File: config.mk
export PLATFORM = sky130hd
export DESIGN_NAME = lcd_win_stat_flat
export DESIGN_NICKNAME = d
export VERILOG_FILES = /design/src/rtl/lcd_pkg.sv /design/src/rtl/lcd_win_stat_if.sv /design/src/rtl/lcd_div_seq.sv /design/src/rtl/lcd_win_stat.sv /design/src/flat_wrapper.sv
export SDC_FILE = /design/constraint.sdc
export NUM_CORES = 1
export LEC_CHECK = 0
export CAP_MARGIN = 20
export CORE_MARGIN = 10
export CORE_UTILIZATION = 57
export CTS_BUF_LIST = sky130_fd_sc_hd__clkbuf_8 sky130_fd_sc_hd__clkbuf_16
export DETAILED_ROUTE_END_ITERATION = 12
export GPL_TIMING_DRIVEN = 0
export PLACE_DENSITY = 0.83
export REMOVE_ABC_BUFFERS = 1
export SYNTH_ARGS = -nofsm -noshare
export SYNTH_HDL_FRONTEND = slang
export SYNTH_SLANG_ARGS = --single-unit
export TNS_END_PERCENT = 30
File: constraint.sdc
create_clock -name clk -period 3.03 [get_ports clk]
set_input_delay 0.909 -clock clk [delete_from_list [all_inputs] [get_ports clk]]
set_output_delay 0.909 -clock clk [all_outputs]
set_load 0.02 [all_outputs]
File: src/rtl/lcd_pkg.sv
`default_nettype none
// ============================================================================
// Module   : lcd_pkg
// Purpose  : Shared defaults, FSM state encoding and sum-width helper for the
//            LCD window statistics block.
// Revision : 1.0 - initial release
// ============================================================================
package lcd_pkg;

  localparam int DW_DEF      = 8;
  localparam int PIX_NUM_DEF = 9;
  localparam int GAP_MAX_DEF = 4;

  // Bits needed to hold pix * (2^dw - 1) without overflow.
  function automatic int sum_width(input int dw, input int pix);
    return dw + $clog2(pix);
  endfunction

  localparam int SW_DEF = sum_width(DW_DEF, PIX_NUM_DEF);

  typedef enum logic [1:0] {
    ST_IDLE = 2'd0,
    ST_ACC  = 2'd1,
    ST_DIV  = 2'd2,
    ST_HOLD = 2'd3
  } state_e;

endpackage
`default_nettype wire

File: src/rtl/lcd_win_stat_if.sv
`default_nettype none
// ============================================================================
// Module   : lcd_win_stat_if
// Purpose  : Pixel stream input and result handshake of the window statistics
//            stage. master = pixel source / result consumer, slave = stat block.
// Revision : 1.0 - initial release
// ============================================================================
interface lcd_win_stat_if #(
  parameter int DW = 8,
  parameter int SW = 12
);
  logic [DW-1:0] datain;
  logic          in_valid;
  logic          res_ready;
  logic          res_valid;
  logic [DW-1:0] max_out;
  logic [DW-1:0] min_out;
  logic [SW-1:0] sum_out;
  logic [DW-1:0] avg_out;

  modport master (
    output datain, in_valid, res_ready,
    input  res_valid, max_out, min_out, sum_out, avg_out
  );

  modport slave (
    input  datain, in_valid, res_ready,
    output res_valid, max_out, min_out, sum_out, avg_out
  );
endinterface
`default_nettype wire

File: src/rtl/lcd_div_seq.sv
`default_nettype none
// ============================================================================
// Module   : lcd_div_seq
// Purpose  : Restoring shift-subtract divider, one quotient bit per cycle.
//            start loads the dividend; SW steps follow. done is high during
//            the final step and quotient then shows the completed result, so
//            the caller can latch it on that same edge.
// Revision : 1.0 - initial release
// ============================================================================
module lcd_div_seq #(
  parameter int SW = 12
)(
  input  wire logic          clk,
  input  wire logic          reset_n,
  input  wire logic          start,
  input  wire logic [SW-1:0] dividend,
  input  wire logic [SW-1:0] divisor,
  output logic      [SW-1:0] quotient,
  output logic               done
);
  localparam int CW = $clog2(SW + 1);

  logic [SW-1:0] rem;
  logic [SW-1:0] q_reg;
  logic [CW-1:0] cnt;
  logic          running;

  logic [SW:0]   shifted;
  logic          ge;
  logic [SW-1:0] diff;
  logic [SW-1:0] rem_step;

  // One restoring step: bring in the next dividend bit, subtract if it fits.
  always_comb begin
    shifted  = {rem, q_reg[SW-1]};
    ge       = (shifted >= {1'b0, divisor});
    diff     = shifted[SW-1:0] - divisor;
    rem_step = ge ? diff : shifted[SW-1:0];
    quotient = {q_reg[SW-2:0], ge};
    done     = running && (cnt == CW'(1));
  end

  // Load on start, then shift one quotient bit in per cycle.
  always_ff @(posedge clk or negedge reset_n) begin
    if (!reset_n) begin
      rem     <= '0;
      q_reg   <= '0;
      cnt     <= '0;
      running <= 1'b0;
    end else if (start) begin
      rem     <= '0;
      q_reg   <= dividend;
      cnt     <= CW'(SW);
      running <= 1'b1;
    end else if (running) begin
      rem   <= rem_step;
      q_reg <= quotient;
      cnt   <= cnt - CW'(1);
      if (cnt == CW'(1)) running <= 1'b0;
    end
  end
endmodule
`default_nettype wire

File: src/rtl/lcd_win_stat.sv
`default_nettype none
// ============================================================================
// Module   : lcd_win_stat
// Purpose  : Collects a PIX_NUM-pixel window, computes max/min/sum and the
//            floor average, and offers them behind a valid/ready handshake.
// Revision : 1.0 - initial release
// ============================================================================
module lcd_win_stat
  import lcd_pkg::*;
#(
  parameter int DW      = DW_DEF,
  parameter int PIX_NUM = PIX_NUM_DEF,
  parameter int SW      = sum_width(DW, PIX_NUM),
  parameter int GAP_MAX = GAP_MAX_DEF
)(
  input  wire logic     clk,
  input  wire logic     reset_n,
  lcd_win_stat_if.slave bus,
  output logic          busy,
  output logic          win_err,
  output logic          overrun
);
  localparam int PCW = $clog2(PIX_NUM + 1);
  localparam int GCW = $clog2(GAP_MAX + 1);
  localparam logic [PCW-1:0] LAST_PIX = PCW'(PIX_NUM - 1);
  localparam logic [GCW-1:0] LAST_GAP = GCW'(GAP_MAX - 1);
  localparam logic [SW-1:0]  DIVISOR  = SW'(PIX_NUM);

  state_e state, state_nxt;

  logic [PCW-1:0] pix_cnt;
  logic [GCW-1:0] gap_cnt;
  logic [SW-1:0]  sum_acc;
  logic [DW-1:0]  max_acc;
  logic [DW-1:0]  min_acc;

  logic           res_valid_r;
  logic [DW-1:0]  max_r;
  logic [DW-1:0]  min_r;
  logic [SW-1:0]  sum_r;
  logic [DW-1:0]  avg_r;

  logic [SW-1:0]  sum_add;
  logic [DW-1:0]  max_upd;
  logic [DW-1:0]  min_upd;

  logic           div_start;
  logic [SW-1:0]  div_dividend;
  logic [SW-1:0]  div_q;
  logic           div_done;

  // Running statistics including the pixel currently on datain.
  always_comb begin
    sum_add = sum_acc + SW'(bus.datain);
    max_upd = (bus.datain > max_acc) ? bus.datain : max_acc;
    min_upd = (bus.datain < min_acc) ? bus.datain : min_acc;
  end

  // State register.
  always_ff @(posedge clk or negedge reset_n) begin
    if (!reset_n) state <= ST_IDLE;
    else          state <= state_nxt;
  end

  // Next-state decode; the divider is started on the edge that enters DIV
  // with the sum that includes the final pixel.
  always_comb begin
    state_nxt    = state;
    div_start    = 1'b0;
    div_dividend = sum_add;
    case (state)
      ST_IDLE: begin
        if (bus.in_valid) begin
          if (PIX_NUM == 1) begin
            state_nxt    = ST_DIV;
            div_start    = 1'b1;
            div_dividend = SW'(bus.datain);
          end else begin
            state_nxt = ST_ACC;
          end
        end
      end
      ST_ACC: begin
        if (bus.in_valid) begin
          if (pix_cnt == LAST_PIX) begin
            state_nxt = ST_DIV;
            div_start = 1'b1;
          end
        end else if (gap_cnt == LAST_GAP) begin
          state_nxt = ST_IDLE;
        end
      end
      ST_DIV:  if (div_done)      state_nxt = ST_HOLD;
      ST_HOLD: if (bus.res_ready) state_nxt = ST_IDLE;
      default: state_nxt = ST_IDLE;
    endcase
  end

  // Accumulators, result registers and the one-cycle event pulses.
  always_ff @(posedge clk or negedge reset_n) begin
    if (!reset_n) begin
      pix_cnt     <= '0;
      gap_cnt     <= '0;
      sum_acc     <= '0;
      max_acc     <= '0;
      min_acc     <= '0;
      res_valid_r <= 1'b0;
      max_r       <= '0;
      min_r       <= '0;
      sum_r       <= '0;
      avg_r       <= '0;
      win_err     <= 1'b0;
      overrun     <= 1'b0;
    end else begin
      win_err <= 1'b0;
      overrun <= bus.in_valid && busy;
      case (state)
        ST_IDLE: begin
          if (bus.in_valid) begin
            sum_acc <= SW'(bus.datain);
            max_acc <= bus.datain;
            min_acc <= bus.datain;
            pix_cnt <= PCW'(1);
            gap_cnt <= '0;
          end
        end
        ST_ACC: begin
          if (bus.in_valid) begin
            sum_acc <= sum_add;
            max_acc <= max_upd;
            min_acc <= min_upd;
            pix_cnt <= pix_cnt + PCW'(1);
            gap_cnt <= '0;
          end else if (gap_cnt == LAST_GAP) begin
            win_err <= 1'b1;
            sum_acc <= '0;
            max_acc <= '0;
            min_acc <= '0;
            pix_cnt <= '0;
            gap_cnt <= '0;
          end else begin
            gap_cnt <= gap_cnt + GCW'(1);
          end
        end
        ST_DIV: begin
          if (div_done) begin
            max_r       <= max_acc;
            min_r       <= min_acc;
            sum_r       <= sum_acc;
            avg_r       <= DW'(div_q);
            res_valid_r <= 1'b1;
          end
        end
        ST_HOLD: if (bus.res_ready) res_valid_r <= 1'b0;
        default: ;
      endcase
    end
  end

  assign busy          = (state == ST_DIV) || (state == ST_HOLD);
  assign bus.res_valid = res_valid_r;
  assign bus.max_out   = max_r;
  assign bus.min_out   = min_r;
  assign bus.sum_out   = sum_r;
  assign bus.avg_out   = avg_r;

  lcd_div_seq #(.SW(SW)) u_div (
    .clk      (clk),
    .reset_n  (reset_n),
    .start    (div_start),
    .dividend (div_dividend),
    .divisor  (DIVISOR),
    .quotient (div_q),
    .done     (div_done)
  );
endmodule
`default_nettype wire

File: src/flat_wrapper.sv
// flat-port wrapper written by rule: the top's interface ports become plain ports
module lcd_win_stat_flat import lcd_pkg::*;
#(
  parameter int DW      = DW_DEF,
  parameter int PIX_NUM = PIX_NUM_DEF,
  parameter int SW      = sum_width(DW, PIX_NUM),
  parameter int GAP_MAX = GAP_MAX_DEF
)
  (clk, reset_n, busy, win_err, overrun, bus_datain, bus_in_valid, bus_res_ready, bus_res_valid, bus_max_out, bus_min_out, bus_sum_out, bus_avg_out);
  lcd_win_stat_if #(.DW(DW), .SW(SW)) bus_i ();
  input  wire logic clk;
  input  wire logic reset_n;
  output logic busy;
  output logic win_err;
  output logic overrun;
  input wire logic [$bits(bus_i.datain)-1:0] bus_datain;
  input wire logic [$bits(bus_i.in_valid)-1:0] bus_in_valid;
  input wire logic [$bits(bus_i.res_ready)-1:0] bus_res_ready;
  output wire logic [$bits(bus_i.res_valid)-1:0] bus_res_valid;
  output wire logic [$bits(bus_i.max_out)-1:0] bus_max_out;
  output wire logic [$bits(bus_i.min_out)-1:0] bus_min_out;
  output wire logic [$bits(bus_i.sum_out)-1:0] bus_sum_out;
  output wire logic [$bits(bus_i.avg_out)-1:0] bus_avg_out;
  assign bus_i.datain = bus_datain;
  assign bus_i.in_valid = bus_in_valid;
  assign bus_i.res_ready = bus_res_ready;
  assign bus_res_valid = bus_i.res_valid;
  assign bus_max_out = bus_i.max_out;
  assign bus_min_out = bus_i.min_out;
  assign bus_sum_out = bus_i.sum_out;
  assign bus_avg_out = bus_i.avg_out;
  lcd_win_stat #(.DW(DW), .PIX_NUM(PIX_NUM), .SW(SW), .GAP_MAX(GAP_MAX)) u_core (.clk(clk), .reset_n(reset_n), .bus(bus_i), .busy(busy), .win_err(win_err), .overrun(overrun));
endmodule
# Word level (Yosys, flattened, before mapping)

Cells that the tools add are included.

$add $sub $neg: 5
$lt $le $gt $ge: 3
Equality and inequality tests: 13
Muxes and demuxes: 46
Reduce and logical (&&, ||, !) cells: 14

Operator list:

| cell                                                  | count |
|---|---|
| 2-to-1 mux 12 bit                                     | 8 |
| 2-to-1 mux 8 bit                                      | 6 |
| case mux 8 bit (2 select lines)                       | 2 |
| case mux 12 bit (2 select lines)                      | 1 |
| 2-to-1 mux 4 bit                                      | 5 |
| >= comparator 13 x 4 -> 1 bit (second input constant) | 1 |
| adder 12 x 8 -> 12 bit                                | 1 |
| 2-to-1 mux 2 bit                                      | 6 |
| != test 3 x 2 -> 1 bit (second input constant)        | 4 |
| subtractor 12 x 4 -> 12 bit (second input constant)   | 1 |
| 2-to-1 mux 1 bit                                      | 11 |
| 2-to-1 mux 3 bit                                      | 3 |
| > comparator 8 bit                                    | 1 |
| less-than comparator 8 bit                            | 1 |
| case mux 2 bit (4 select lines)                       | 1 |
| case mux 4 bit (2 select lines)                       | 1 |
| AND reduction 4 bit                                   | 2 |
| case mux 3 bit (2 select lines)                       | 1 |
| AND reduction 3 bit                                   | 2 |
| nonzero test 2 bit                                    | 3 |
| AND reduction 5 bit                                   | 1 |
| adder 4 x 1 -> 4 bit (second input constant)          | 1 |
| == test 2 bit (second input constant)                 | 2 |
| == test 4 x 1 -> 1 bit (second input constant)        | 1 |
| 12 further kinds                                      | 15 |

Flip-flop bits (word level): 105
Bits of input ports: 12
Output and inout bits: 40
Word-level logic and storage cells: 98

# Depth between registers and ports, before layout

Depth in word-level cells: 5
Gate-level depth with buffers: 9
Mapped depth without buffers: 8

# Hierarchy

Synthesis repeated with hierarchy kept, for this count alone.

Cell total of the unflattened synthesis: 613
Area total of the unflattened synthesis: 5,933.2 µm²

Modules (own cells, without submodules):

| module       | instances | cells each | area an instance (µm²) | seq. area each (µm²) |
|---|---|---|---|---|
| lcd_win_stat | 1         | 368        | 3,793.6                | 1,901.8 |
| lcd_div_seq  | 1         | 245        | 2,139.6                | 725.7 |

# Worst setup path before layout

Ideal clock, no wire load.

Path type: input -> register
From: in bus_datain[0]
To: reg u_core.u_div.q_reg[10]
Setup time: 0.127 ns
Arrival: 2.648 ns
Required time: 2.903 ns
Setup slack: 0.255 ns
Stages on the path: 8
Path buffers: 0
Path through: ha_1 -> fa_1 -> a211o_1 -> a2111oi_0 -> nor2_1 -> nand3_1 -> xor2_1 -> a21oi_1

Cells in the longest elaborated chain, start to end: 2

Ends and longest elaborated chain:

| element                | line               | RTL |
|---|---|---|
| start, declared        | flat_wrapper.sv:16 | `input wire logic [$bits(bus_i.datain)-1:0] bus_datain;` |
| adder 12 x 8 -> 12 bit | lcd_win_stat.sv:54 | `sum_add = sum_acc + SW'(bus.datain);` |
| 2-to-1 mux 12 bit      | lcd_div_seq.sv:50  | `end else if (start) begin` |
| end signal, assigned   | lcd_div_seq.sv:52  | `q_reg <= dividend;` |
| end signal, assigned   | lcd_div_seq.sv:57  | `q_reg <= quotient;` |
| end, declared          | lcd_div_seq.sv:24  | `logic [SW-1:0] q_reg;` |

Every way passes these cells.
A chain may end at the register's enable or synchronous reset.

# Final worst setup path

Same ends and word-level chain as after synthesis.

==> flow_summary.ini <==
[outcome]
run_status = finished, final reports clean

[worst_setup_path]
ff2ff_setup_slack_ns = 0.47
regToRegStartpoint = u_core.u_div.running
cp_data_required_time_ns = 3.28
timing.reg2reg.worst_path_depth = 3
critical_path.endpoint_type = flop
worst-path-max-fanout = 6
crit-reg2reg-capture = u_core.bus.avg_out[3]
path_class = in2reg
critPathLaunchType = primary input
arrival_ns = 3.15

[floorplanning]
floorplan.die.height_um = 116.6
placeableCoreArea_mm2 = 0.009153
fp.dieArea_mm2 = 0.01359
chipWidth_um = 116.6
floorplan.initialDensity = 0.5806
placement_rows = 35
floorplan.io_pins = 52

[global_routing]
track_usage = 0.1786
antenna_found_initial = 0
grt-ovfl-total = 0
grt_pass1_vias = 4098
wire_length_of_the_first_global_routing_pass_mm = 19.78
grt_start_max_net_pins = 63

[timing]
rsz0062_at_grt = no
setup_slack_ns = 0.1255
worst_clock_skew_ns = 0.01358
tightest_slew_ns = 0.9075
post-route-min-period_ns = 2.905
fmax_ghz = 0.3443
finalHoldViolations = 0
final_max_slew_violation_count = 0
setup_violations = 0
fin_worst_hold_slack_ns = 0.4933
slew_headroom = 0.3950
min_period_over_period = 0.9586

[finish]
finish.utilization = 0.6722
post_route_cells_drive_above_1_share = 0.09700
layout_commonest_cell = sky130_fd_sc_hd__dfrtp_1
finish.net_count = 605
layout.area.seq_mm2 = 0.002628
final_cell_mix = sky130_fd_sc_hd__dfrtp_1, sky130_fd_sc_hd__nand2_1, sky130_fd_sc_hd__clkdlybuf4s50_1, sky130_fd_sc_hd__o21ai_0, sky130_fd_sc_hd__a21oi_1
final.fill_count = 669
multiInputGateArea_mm2 = 0.002484
area.growth.synth_to_final_pct = 15.78
n_antenna_cell = 0

[drt]
route.detailed.drc = 0
routed_wire_length_per_instance_um = 17.24
dr_total_vias = 4020
drt_first_pass_iters = 5
totalWireLength_mm = 11.69
final_antenna_net_count = 0
vias_per_cell = 5.929
dr.first_iter.drc_count = 228

[yosys]
syn_area_per_cell_um2 = 10.22
number_of_enable_type_register_cells_in_the_synthesized_netlist = 0
synthFlopType = sky130_fd_sc_hd__dfrtp_1
synth-warning-count = 0
synth.yosys.seq_area_share = 0.4945
number_of_library_cell_types_mapped_by_synthesis = 59
syn_area_mm2 = 0.005314
syn-instance-count = 520
synthArstFlopShare = 1.000
yosys_register_bits = 105

[min_path]
hold_path.class = reg2reg
hold_path_end = u_core.bus.min_out[4]
min_from = u_core.bus.min_out[4]
worstHoldPathCells = 2

[pwr]
cellPowerDensity_mw_per_mm2 = 731.4
worst_ir_drop_vdd_mv = 0.4129
leakagePower_uw = 0.002716

[placed_design]
detailedPlace.worstSlack_ns = -0.6100
place_congestion = 0.9197
detailedPlacementHpwl_mm = 8.531
buffer_ports.inserted = 51

[clock_network]
cts_post_setup_buffers_inserted = 0
clock_tree.htree_level_count = 3
cts.reportedPaths.clkPinSlew_ns = 0.10
tritoncts = yes
cts_made_buffers = 9
clock-root-buffer = sky130_fd_sc_hd__clkbuf_8
insertion_delay_to_the_later_sink_of_the_worst_skew_pair_ns = 0.36
cts_sinks = 105
max-clock-path-buffers = 2

[flow_run]
drv_cap = 0
[area by class of cell]
cell class,instances,share of cell area
flip-flops and latches,105,0.4271
clock buffers,10,0.02237
multi-input cells,365,0.4037
clock inverters,6,0.01058
inverters,25,0.01525
well taps,111,0.02257
repair buffers,56,0.09843
[layer usage]
layer  up-vias  wire length, um  global-route usage
met5         -                0                   0
met4         0              141             0.05519
met3        12              587             0.03493
met2       105             5825              0.2979
met1      1966             5132              0.2295
li1       1937                -                   -
[repair_timing]
action / in CTS / in global routing
hold buffers: 0 / 0
resized for setup: 3 / 2
setup endpoints to repair: 13 / 2
pin swaps: 0 / 1
[stage by stage]
step	setup TNS, ns	std cells	total power (uW)	area (um^2)
after floorplan	-5.939	495	3136	5194
after global placement	-358.88	657	3448	5843
after detailed placement	-9.278	662	3601	5943
after CTS	0	678	4496	6146
after global routing	0	678	4833	6152
final	0	678	4500	6152
[worst max-delay path: stages]
cell and delay [ns]:
sky130_fd_sc_hd__dlygate4sd2_1 0.33, sky130_fd_sc_hd__ha_1 0.27, sky130_fd_sc_hd__fa_1 0.43, sky130_fd_sc_hd__a211o_1 0.32, sky130_fd_sc_hd__a2111oi_2 0.32, sky130_fd_sc_hd__nor2_1 0.17, sky130_fd_sc_hd__nand3_1 0.16, sky130_fd_sc_hd__xor2_1 0.15
sky130_fd_sc_hd__a21oi_1 0.08
[how the worst max path moves through the flow]
stage                                        end            startpoint  slack (ns)
after global routing           u_core.min_acc[7]         bus_datain[3]        0.03
after global placement     u_core.bus.max_out[3]               reset_n       -2.83
final                     u_core.u_div.q_reg[10]         bus_datain[0]        0.13
after CTS                 u_core.u_div.q_reg[10]         bus_datain[0]        0.04
after detailed placement  u_core.u_div.q_reg[10]         bus_datain[0]       -0.61
after floorplan            u_core.bus.avg_out[1]  u_core.u_div.running       -0.25
[synth_stat cells (all sizes together), types with 8 or more instances]
| cell type | n | area share |
|---|---|---|
| o21ai | 46 | 0.043 |
| a211oi | 8 | 0.011 |
| a21oi | 42 | 0.040 |
| ha | 30 | 0.071 |
| mux2 | 20 | 0.042 |
| inv | 25 | 0.018 |
| nand2 | 55 | 0.039 |
| xnor2 | 14 | 0.023 |
| nand3 | 8 | 0.0075 |
| nor2 | 30 | 0.021 |
| dfrtp | 105 | 0.49 |
| buf | 8 | 0.0078 |
| nor3 | 8 | 0.0097 |
| a22o | 17 | 0.028 |
| clkbuf | 16 | 0.013 |
[kinds of logic (layout without fill, tap and decap cells)]
group,Yosys count,after routing,share of synthesized area
flip-flops,105,105,0.4945
AO/OA/AOI/OAI,152,152,0.1820
adder cells (fa/ha/maj),31,31,0.07441
multiplexers,27,27,0.05557
AND/OR/NAND/NOR,136,136,0.1220
buffers and inverters,50,97,0.04026
XOR/XNOR,19,19,0.03132
[power by group]
part	total [uW]	internal (uW)	switching (uW)
clock	888	408	480
sequential	2070	1720	352
combinational	1540	697	844
Power figures use the tool's default switching activity.
